File: src/rtl/ps2_pkg.sv
// Shared constants, FSM encoding and event payload for the PS/2 scancode decoder.
package ps2_pkg;

  localparam int unsigned CODE_W = 16;
  localparam int unsigned BYTE_W = 8;
  localparam int unsigned EVT_W  = 10;

  localparam logic [BYTE_W-1:0] BYTE_00 = 8'h00;
  localparam logic [BYTE_W-1:0] PFX_E0  = 8'hE0;
  localparam logic [BYTE_W-1:0] PFX_F0  = 8'hF0;
  localparam logic [BYTE_W-1:0] PFX_E1  = 8'hE1;
  localparam logic [BYTE_W-1:0] PFX_FF  = 8'hFF;

  typedef enum logic [1:0] {
    ST_IDLE   = 2'd0,
    ST_STABLE = 2'd1,
    ST_PUSH   = 2'd2
  } ps2_state_e;

  typedef struct packed {
    logic              ext;
    logic              brk;
    logic [BYTE_W-1:0] code;
  } ps2_evt_t;

  // Low byte decides whether the word carries a real key code.
  function automatic logic is_decodable(input logic [BYTE_W-1:0] lo);
    return !(lo inside {BYTE_00, PFX_E0, PFX_F0, PFX_E1, PFX_FF});
  endfunction

  function automatic ps2_evt_t classify(input logic [CODE_W-1:0] w);
    ps2_evt_t e;
    e.code = w[BYTE_W-1:0];
    e.ext  = (w[CODE_W-1:BYTE_W] == PFX_E0);
    e.brk  = (w[CODE_W-1:BYTE_W] == PFX_F0);
    return e;
  endfunction

endpackage

File: src/rtl/ps2_scancode_decoder_if.sv
// Event stream from the decoder to its consumer (valid/ready handshake).
interface ps2_scancode_decoder_if;
  import ps2_pkg::*;

  logic              evt_valid;
  logic              evt_ready;
  logic [BYTE_W-1:0] evt_code;
  logic              evt_ext;
  logic              evt_brk;

  modport master (output evt_valid, evt_code, evt_ext, evt_brk, input evt_ready);
  modport slave  (input evt_valid, evt_code, evt_ext, evt_brk, output evt_ready);
endinterface

File: src/rtl/ps2_evt_fifo.sv
// Small power-of-two event FIFO; a full push is accepted only alongside a pop.
module ps2_evt_fifo #(
  parameter  int unsigned DEPTH = 4,
  parameter  int unsigned WIDTH = 10,
  localparam int unsigned PTR_W = $clog2(DEPTH),
  localparam int unsigned CNT_W = $clog2(DEPTH + 1)
) (
  input  logic             clk,
  input  logic             rst_n,
  input  logic             push,
  input  logic [WIDTH-1:0] wdata,
  input  logic             pop,
  output logic [WIDTH-1:0] rdata_c,
  output logic             full_c,
  output logic             empty_c,
  output logic [CNT_W-1:0] count
);

  logic [WIDTH-1:0] mem [DEPTH];
  logic [PTR_W-1:0] wr_ptr;
  logic [PTR_W-1:0] rd_ptr;
  logic             pop_ok;
  logic             push_ok;

  assign empty_c = (count == '0);
  assign full_c  = (count == CNT_W'(DEPTH));
  assign pop_ok  = pop && !empty_c;
  assign push_ok = push && (!full_c || pop_ok);
  // Head is masked to zero when empty so no stale entry leaks out.
  assign rdata_c = empty_c ? '0 : mem[rd_ptr];

  always_ff @(posedge clk or negedge rst_n) begin
    if (!rst_n) begin
      wr_ptr <= '0;
      rd_ptr <= '0;
      count  <= '0;
      for (int i = 0; i < int'(DEPTH); i++) mem[i] <= '0;
    end else begin
      if (push_ok) begin
        mem[wr_ptr] <= wdata;
        wr_ptr      <= wr_ptr + PTR_W'(1);
      end
      if (pop_ok) rd_ptr <= rd_ptr + PTR_W'(1);
      count <= count + CNT_W'(push_ok) - CNT_W'(pop_ok);
    end
  end

endmodule

File: src/rtl/ps2_scancode_decoder.sv
// Debounces the receiver's scancode word, classifies make/break/extended keys
// and queues one event per distinct stable key code.
module ps2_scancode_decoder
  import ps2_pkg::*;
#(
  parameter int unsigned STABLE_CYCLES = 4,
  parameter int unsigned FIFO_DEPTH    = 4
) (
  input  logic                          clk,
  input  logic                          rst_n,
  input  logic [CODE_W-1:0]             code,
  input  logic                          ovf_clr,
  ps2_scancode_decoder_if.master        evt,
  output logic [4:0]                    evt_count,
  output logic                          overflow
);

  localparam int unsigned CNT_W     = 4;
  localparam logic [CNT_W-1:0] CNT_LAST = CNT_W'(STABLE_CYCLES - 1);
  localparam int unsigned FCNT_W    = $clog2(FIFO_DEPTH + 1);

  ps2_state_e          state_q, state_d;
  logic [CODE_W-1:0]   last_code;
  logic [CODE_W-1:0]   cap_q, cap_d;
  logic [CNT_W-1:0]    cnt_q, cnt_d;
  logic                push_c;
  logic                pop_c;
  logic                drop_c;
  logic                change_c;
  logic                dec_c;
  logic                full_c;
  logic                empty_c;
  logic [FCNT_W-1:0]   fifo_count;
  logic [EVT_W-1:0]    head_raw;
  ps2_evt_t            head;
  ps2_evt_t            push_evt;

  assign change_c = (code != last_code);
  assign dec_c    = is_decodable(code[BYTE_W-1:0]);
  assign push_evt = classify(cap_q);

  always_ff @(posedge clk or negedge rst_n) begin
    if (!rst_n) begin
      state_q   <= ST_IDLE;
      cap_q     <= '0;
      cnt_q     <= '0;
      last_code <= '0;
    end else begin
      state_q   <= state_d;
      cap_q     <= cap_d;
      cnt_q     <= cnt_d;
      last_code <= code;
    end
  end

  // Next state: a decodable word must hold unchanged before it is queued once.
  always_comb begin
    state_d = state_q;
    cap_d   = cap_q;
    cnt_d   = cnt_q;
    push_c  = 1'b0;
    unique case (state_q)
      ST_IDLE: begin
        if (change_c && dec_c) begin
          state_d = ST_STABLE;
          cap_d   = code;
          cnt_d   = '0;
        end
      end
      ST_STABLE: begin
        if (code == cap_q) begin
          if (cnt_q == CNT_LAST) state_d = ST_PUSH;
          else                   cnt_d   = cnt_q + CNT_W'(1);
        end else if (dec_c) begin
          cap_d = code;
          cnt_d = '0;
        end else begin
          state_d = ST_IDLE;
        end
      end
      ST_PUSH: begin
        push_c  = 1'b1;
        state_d = ST_IDLE;
      end
      default: state_d = ST_IDLE;
    endcase
  end

  assign pop_c  = evt.evt_valid && evt.evt_ready;
  assign drop_c = push_c && full_c && !pop_c;

  ps2_evt_fifo #(
    .DEPTH (FIFO_DEPTH),
    .WIDTH (EVT_W)
  ) u_fifo (
    .clk     (clk),
    .rst_n   (rst_n),
    .push    (push_c),
    .wdata   (push_evt),
    .pop     (pop_c),
    .rdata_c (head_raw),
    .full_c  (full_c),
    .empty_c (empty_c),
    .count   (fifo_count)
  );

  assign head          = ps2_evt_t'(head_raw);
  assign evt.evt_valid = !empty_c;
  assign evt.evt_code  = head.code;
  assign evt.evt_ext   = head.ext;
  assign evt.evt_brk   = head.brk;
  assign evt_count     = 5'(fifo_count);

  // A dropping push wins over a same-cycle clear.
  always_ff @(posedge clk or negedge rst_n) begin
    if (!rst_n)       overflow <= 1'b0;
    else if (drop_c)  overflow <= 1'b1;
    else if (ovf_clr) overflow <= 1'b0;
  end

endmodule

File: src/flat_wrapper.sv
// flat-port wrapper written by rule: the top's interface ports become plain ports
module ps2_scancode_decoder_flat import ps2_pkg::*;
#(
  parameter int unsigned STABLE_CYCLES = 4,
  parameter int unsigned FIFO_DEPTH    = 4
)
  (clk, rst_n, code, ovf_clr, evt_count, overflow, evt_evt_valid, evt_evt_code, evt_evt_ext, evt_evt_brk, evt_evt_ready);
  ps2_scancode_decoder_if evt_i ();
  input  logic clk;
  input  logic rst_n;
  input  logic [CODE_W-1:0] code;
  input  logic ovf_clr;
  output logic [4:0] evt_count;
  output logic overflow;
  output wire logic [$bits(evt_i.evt_valid)-1:0] evt_evt_valid;
  output wire logic [$bits(evt_i.evt_code)-1:0] evt_evt_code;
  output wire logic [$bits(evt_i.evt_ext)-1:0] evt_evt_ext;
  output wire logic [$bits(evt_i.evt_brk)-1:0] evt_evt_brk;
  input wire logic [$bits(evt_i.evt_ready)-1:0] evt_evt_ready;
  assign evt_evt_valid = evt_i.evt_valid;
  assign evt_evt_code = evt_i.evt_code;
  assign evt_evt_ext = evt_i.evt_ext;
  assign evt_evt_brk = evt_i.evt_brk;
  assign evt_i.evt_ready = evt_evt_ready;
  ps2_scancode_decoder #(.STABLE_CYCLES(STABLE_CYCLES), .FIFO_DEPTH(FIFO_DEPTH)) u_core (.clk(clk), .rst_n(rst_n), .code(code), .ovf_clr(ovf_clr), .evt(evt_i), .evt_count(evt_count), .overflow(overflow));
endmodule
File: config.mk
export PLATFORM = sky130hd
export DESIGN_NAME = ps2_scancode_decoder_flat
export DESIGN_NICKNAME = d
export VERILOG_FILES = /design/src/rtl/ps2_pkg.sv /design/src/rtl/ps2_scancode_decoder_if.sv /design/src/rtl/ps2_evt_fifo.sv /design/src/rtl/ps2_scancode_decoder.sv /design/src/flat_wrapper.sv
export SDC_FILE = /design/constraint.sdc
export NUM_CORES = 1
export LEC_CHECK = 0
export ABC_AREA = 1
export CAP_MARGIN = 25
export CORE_UTILIZATION = 60
export CTS_CLUSTER_DIAMETER = 50
export DETAILED_ROUTE_END_ITERATION = 10
export PLACE_DENSITY = 0.82
export SYNTH_ARGS = -nofsm -noshare
export SYNTH_HDL_FRONTEND = slang
export SYNTH_HIERARCHICAL = 1
export SYNTH_SLANG_ARGS = --single-unit
File: constraint.sdc
create_clock -name clk -period 4.8 [get_ports clk]
set_clock_uncertainty 0.15 [all_clocks]
set_input_delay 1.44 -clock clk [delete_from_list [all_inputs] [get_ports clk]]
set_output_delay 1.44 -clock clk [all_outputs]
set_load 0.005 [all_outputs]
==> impl_metrics.tcl, run 1 <==
set metrics [dict create \
    routed_wl_um 11100 \
    layout-drive-gt1-share 0.0809 \
    regArea_mm2 0.00215 \
    synth-edff-count 0 \
    timing.rr.end "u_core/u_fifo/count[2]" \
    slowest_stage "dfrtp_1" \
    synthFlopType "dfrtp_1" \
    async_flop_share 1.00 \
    p_per_area_mw_per_mm2 343 \
    rows 32 \
    syn_area_mm2 0.00485 \
    p_int_mw 1.22 \
    antenna_found_initial 0 \
    outcome "finished, final reports clean" \
    multi_input_area_mm2 0.00228 \
    min_to "u_core/u_fifo/mem[0]" \
    cp_top_family "buffers and inverters" \
    clkTransAtPathRegs_ns 0.10 \
    syn_inst 654 \
    yosysSeqAreaShare 0.444 \
    num-nets-final 702 \
    path_buf_inv 2 \
    diodes 0 \
    insertion_delay_ns 0.36 \
    root_buffer "clkbuf_8" \
    avgViaCountPerCell 5.45 \
    synth_seq_cells 86 \
    tightest_slew_ns 0.654 \
    first_iter_violations 251 \
    grtUsageTotal 0.287 \
    post-route-period-util 0.815 \
    yosys_warnings 6 \
    arrival_ns 2.32 \
    cts_tree "yes" \
    drc_errors 0 \
    routedWlPerCell_um 14.2 \
    cp_slowest_stage_delay_ns 0.63 \
    cp_max_fo 22 \
    grt_max_degree 60 \
    ys_types 33 \
    htree_levels 3 \
    cts_buffer_depth 2 \
    die_w_um 91.9 \
    ff2ff_setup_slack_ns 2.22 \
    slew_headroom 0.564 \
    tns_ns 0 \
    critPathLaunchType "register" \
    leakagePower_nw 2.95 \
    drv_cap 0 \
    core_mm2 0.00777 \
    numClockSinks 86 \
    die_area_mm2 0.00844 \
    area_growth_syn_to_layout_pct 11.4 \
    ios 37 \
    firstDrtPassIters 5 \
    dpl.hpwl_um 7930 \
    drtAntennaViolNets 0 \
    num_vias 4264 \
    fin_crit_ns 3.91 \
    crit_path_end_kind "output pin" \
    drv_slew 0 \
    hold_buffers 0 \
    final_core_util 0.695 \
    yosys.area.top_type_share 0.444 \
    post_cts_buffers 0 \
    gp_congestion 0.852 \
    critPathKind "register to output pin" \
    grt_overflow_total 0 \
    net-switching-power_uw 637 \
    die_h_um 91.9 \
    sequentialPowerShare 0.454 \
    hp-class "register to register" \
    crit_top_cell "nand2_1" \
    p_comb_frac 0.262 \
    cts_resized 0 \
    max_freq_mhz 256 \
    floorplan.initialDensity 0.624 \
    fill_cells 649 \
    io_buffers 34 \
    worst_ep_required_time_ns 3.21 \
    rsz0062_at_grt "false" \
    switching_share 0.344 \
    pwr-share-clk 0.284 \
    yosysTopAreaCell "dfrtp_1" \
    ff2ff_path_depth 10 \
    crit_chain "inv_2, nand2_1, nand2_1, nand2_1, a21oi_1, clkdlybuf4s50_1" \
    ir_drop_mv 0.238 \
    setup_violations 0 \
    avgSynthCellArea_um2 7.41 \
    finalHoldViolCount 0 \
    grt_pass1_vias 4041 \
    rr_startpoint "u_core/u_fifo/count[1]" \
    grt_pass1_wl_um 18900 \
    synthTopCellsByArea "dfrtp_1 (44%), nand2_1 (20%), nand4_1 (7.7%)" \
    cts_made_buffers 9 \
    hold_depth 2 \
    min_from "u_core/u_fifo/mem[0]" \
]
stage by stage:
stage               power (mW)  hold slack [ns]  std cells  cell area (um^2)  setup slack (ns)
floorplan                 1.16            0.292        655              4850              1.90
global placement          1.31            0.308        765              5170              1.17
detailed placement        1.34            0.311        766              5190              1.12
CTS                       1.86            0.331        782              5400             0.894
global route              1.96            0.356        782              5400             0.715
finish                    1.85            0.330        782              5400             0.889
sequential cells by signal, indices dropped and copies added (netlist names):
signal and count:
u_core/cap_q 16, u_core/cnt_q 4, u_core/last_code 16, u_core/overflow 1, u_core/state_q 2, u_core/u_fifo/count 3, u_core/u_fifo/mem 40, u_core/u_fifo/rd_ptr 2
u_core/u_fifo/wr_ptr 2
worst max path at each step:
stage                       startpoint                     end  slack [ns]  depth (start not counted)
5_1_grt        u_core/u_fifo/rd_ptr[0]         evt_evt_code[3]        0.72                          6
3_5_place_dp                   code[2]         u_core/cap_q[6]        1.12                         12
4_1_cts        u_core/u_fifo/rd_ptr[0]         evt_evt_code[2]        0.89                          6
6_report       u_core/u_fifo/rd_ptr[0]         evt_evt_code[2]        0.89                          6
3_3_place_gp                   code[2]         u_core/cap_q[6]        1.17                         12
2_1_floorplan            evt_evt_ready  u_core/u_fifo/count[2]        1.90                         10
layout by cell type, fill, tap and decap left out, types with 3 or more instances in the layout:
| cell | Yosys | layout |
|---|---|---|
| a21oi_1 | 10 | 10 |
| buf_4 | 3 | 3 |
| clkbuf_8 | 0 | 9 |
| clkdlybuf4s50_1 | 0 | 33 |
| dfrtp_1 | 86 | 86 |
| ha_1 | 6 | 6 |
| inv_1 | 57 | 57 |
| inv_2 | 9 | 9 |
| nand2_1 | 264 | 264 |
| nand2_2 | 11 | 11 |
| nand2_4 | 3 | 3 |
| nand3_1 | 16 | 16 |
| nand3_4 | 5 | 5 |
| nand4_1 | 60 | 60 |
| nor2_1 | 64 | 63 |
| o21ai_1 | 11 | 11 |
| xnor2_1 | 6 | 6 |
| xor2_1 | 4 | 4 |
cell type report:
cell class                      instances  area share
Clock buffer                            9      0.0229
Sequential cell                        86       0.399
Inverter                               67      0.0466
Multi-Input combinational cell        474       0.423
Clock inverter                          7      0.0148
Tap cell                              102      0.0236
Timing Repair Buffer                   37      0.0705
worst min-delay path, delay by kind of cell, from the launching register on:
kind / cells / cell delay, ns
simple gates: 2 / 0.10
flops: 1 / 0.35
power groups by stage:
stage | Sequential (mW) | Clock, mW | Combinational [mW]
floorplan | 0.821 | 0 | 0.341
global placement | 0.850 | 0 | 0.458
detailed placement | 0.852 | 0 | 0.484
CTS | 0.838 | 0.534 | 0.485
global route | 0.849 | 0.562 | 0.546
finish | 0.841 | 0.525 | 0.486
per-layer routing:
metal,track usage,part of all wire,routed length (um)
met3,0.0406,0.044,494
met1,0.374,0.44,4890
met4,0.141,0.029,326
met2,0.469,0.49,5410
met5,0,0,0
logic make-up (layout without fill, tap and decap cells):
kind of cell,Yosys count,in the layout,synth area share
simple gates,433,433,0.407
buf+inv,95,120,0.0872
flops,86,86,0.444
compound gates,22,22,0.0230
xor+xnor,10,10,0.0181
fa+ha+maj,7,7,0.0196
other cells,1,2,0.000774
synthesized netlist by cell type (all sizes together), types with 2 or more instances:
master  instances
nand3          22
nand4          60
nand2         278
a21oi          10
nor2           69
or2             2
inv            66
clkbuf          6
o21ai          11
xnor2           6
buf            22
xor2            4
ha              6
dfrtp          86
(Power assumes the default switching activity.)
==> run 2: changes to the inputs <==
Settings changed: CORE_UTILIZATION 60 to 53, PLACE_DENSITY 0.82 to 0.76.
Clock period 4.8 ns to 3.34 ns, I/O delays scaled along.
==> run 2 against run 1 <==
Net effect: register-to-register slack worse by 1.4 ns; the run now ends with design-rule violations left; total power up 50%; combinational power up 54%; sequential power up 39%; clock-buffer cell count up 1; hold slack worse by 0.00098 ns; critical endpoint unchanged; clock power up 64%; sequential cell count unchanged; critical path depth unchanged; non-clock buffer count up 2; wire length down 1.2%.
==> impl_metrics.tcl, run 2 (synthesis gave the netlist of run 1 again) <==
set metrics [dict create \
    cts_buffer_depth 2 \
    crit_chain "inv_2, nand2_1, nand2_1, nand2_1, a21oi_1, clkdlybuf4s50_1" \
    max_freq_mhz 314 \
    die_h_um 97.6 \
    rows 34 \
    num_vias 4283 \
    grt_pass1_wl_um 18700 \
    critPathKind "register to output pin" \
    finalHoldViolCount 0 \
    hold_depth 2 \
    setup_violations 0 \
    cts_tree "yes" \
    crit_path_end_kind "output pin" \
    firstDrtPassIters 7 \
    path_buf_inv 2 \
    floorplan.initialDensity 0.550 \
    regMostFlops "u_core/u_fifo/mem" \
    insertion_delay_ns 0.35 \
    cp_slowest_stage_delay_ns 0.53 \
    routed_wl_um 11000 \
    outcome "finished, violations left" \
    crit_top_cell "nand2_1" \
    htree_levels 3 \
    dpl.hpwl_um 7440 \
    grt_overflow_total 0 \
    drc_errors 6 \
    ios 37 \
    total_power_mw 2.79 \
    cp_max_fo 21 \
    avgViaCountPerCell 5.42 \
    final_cell_mix "nand2_1 (264), dfrtp_1 (86), nor2_1 (63)" \
    top_regs "u_core/u_fifo/mem x40, u_core/cap_q x16, u_core/last_code x16" \
    io_buffers 34 \
    hold_buffers 0 \
    die_area_mm2 0.00953 \
    routedWlPerCell_um 13.9 \
    post_cts_buffers 0 \
    cp_num_cells 6 \
    tightest_slew_ns 0.545 \
    worst_ep_required_time_ns 2.19 \
    fin_crit_ns 3.19 \
    diodes 0 \
    p_per_area_mw_per_mm2 510 \
    largest_reg_flops 40 \
    drv_slew 0 \
    layout_commonest_cell "nand2_1" \
    cts_made_buffers 9 \
    numClockSinks 86 \
    rr_startpoint "u_core/u_fifo/count[1]" \
    critPathLaunchType "register" \
    grt_pass1_vias 4011 \
    cp_top_family "buffers and inverters" \
    ff2ff_setup_slack_ns 0.86 \
    crit_path_end "evt_evt_code[2]" \
    timing.rr.end "u_core/u_fifo/count[2]" \
    antenna_found_initial 0 \
    grtUsageTotal 0.248 \
    num-nets-final 704 \
    core_mm2 0.00881 \
    post-route-period-util 0.954 \
    drv_cap 0 \
    leakagePower_nw 2.98 \
    layout-drive-gt1-share 0.0821 \
    slew_headroom 0.637 \
    clkTransAtPathRegs_ns 0.09 \
    first_iter_violations 228 \
    die_w_um 97.6 \
    violations "design-rule violations" \
    rsz0062_at_grt "false" \
    cts_resized 0 \
    ff2ff_path_depth 10 \
    root_buffer "clkbuf_8" \
    drtAntennaViolNets 0 \
    gp_congestion 0.874 \
    critical_path.startpoint "u_core/u_fifo/rd_ptr[0]" \
    hp-class "register to register" \
    slowest_stage "clkdlybuf4s50_1" \
    grt_max_degree 87 \
    ir_drop_mv 0.249 \
    area_growth_syn_to_layout_pct 12.6 \
    tns_ns 0 \
    arrival_ns 2.03 \
]
==> run 2: cell count changes in the layout (fill, tap and decap cells not counted), sizes merged <==
cell	before	now
clkbuf	9	10
inv	68	66
clkinv	3	2
buf	4	6
bufinv	1	3
==> run 2: power by group <==
part,internal (mW),leakage [nW],switching [mW]
sequential,1.10,1.11,0.0736
clock,0.496,0.112,0.367
combinational,0.304,1.76,0.444
==> run 2: per-stage QoR <==
stage	utilization	hold slack [ns]	area (um^2)	worst slack (ns)	instances
6_report	0.620	0.329	5460	0.155	790
3_3_place_gp	0.593	0.305	5220	0.168	774
5_1_grt	0.620	0.350	5460	0.0384	790
3_5_place_dp	0.593	0.309	5220	0.123	774
2_1_floorplan	-	0.292	4850	0.875	655
4_1_cts	0.620	0.329	5460	0.155	790
==> run 2: worst min-delay path by stage <==
stage                     startpoint                    end  slack (ns)
2_1_floorplan  u_core/u_fifo/mem[20]  u_core/u_fifo/mem[20]        0.29
3_3_place_gp   u_core/u_fifo/mem[38]  u_core/u_fifo/mem[38]        0.30
3_5_place_dp   u_core/u_fifo/mem[32]  u_core/u_fifo/mem[32]        0.31
4_1_cts        u_core/u_fifo/mem[32]  u_core/u_fifo/mem[32]        0.33
5_1_grt        u_core/u_fifo/mem[38]  u_core/u_fifo/mem[38]        0.35
6_report       u_core/u_fifo/mem[32]  u_core/u_fifo/mem[32]        0.33
==> run 2: routing by layer <==
metal	GRT usage	up-vias	share of wire	wire [um]
met5	0	-	0	0
met4	0.0897	0	0.025	279
met3	0.0460	28	0.059	643
met2	0.411	167	0.49	5380
met1	0.324	1984	0.43	4680
li1	-	2104	-	-
==> run 2: worst register-to-register path, stage by stage (launching register included) <==
cell and delay, ns:
dfrtp_1 0.42, nor2_2 0.15, nand2_1 0.08, inv_1 0.32, nor2_1 0.14, nand2_1 0.19, or2_1 0.17, nand2_1 0.06
ha_1 0.19, fa_1 0.37, xnor2_1 0.13
==> run 2: area by class of cell <==
| cell class | count | area (um^2) |
|---|---|---|
| Fill cell | 788 | 3350 |
| Multi-Input combinational cell | 474 | 2280 |
| Sequential cell | 86 | 2150 |
| Timing Repair Buffer | 39 | 400 |
| Inverter | 67 | 251 |
| Tap cell | 108 | 135 |
| Clock buffer | 10 | 128 |
| Clock inverter | 6 | 110 |
==> run 3: changes to the inputs <==
Settings changed: CAP_MARGIN 25 to 20.
==> results of run 3 <==
The final DEF is identical to that of run 2; final timing and power are the same.
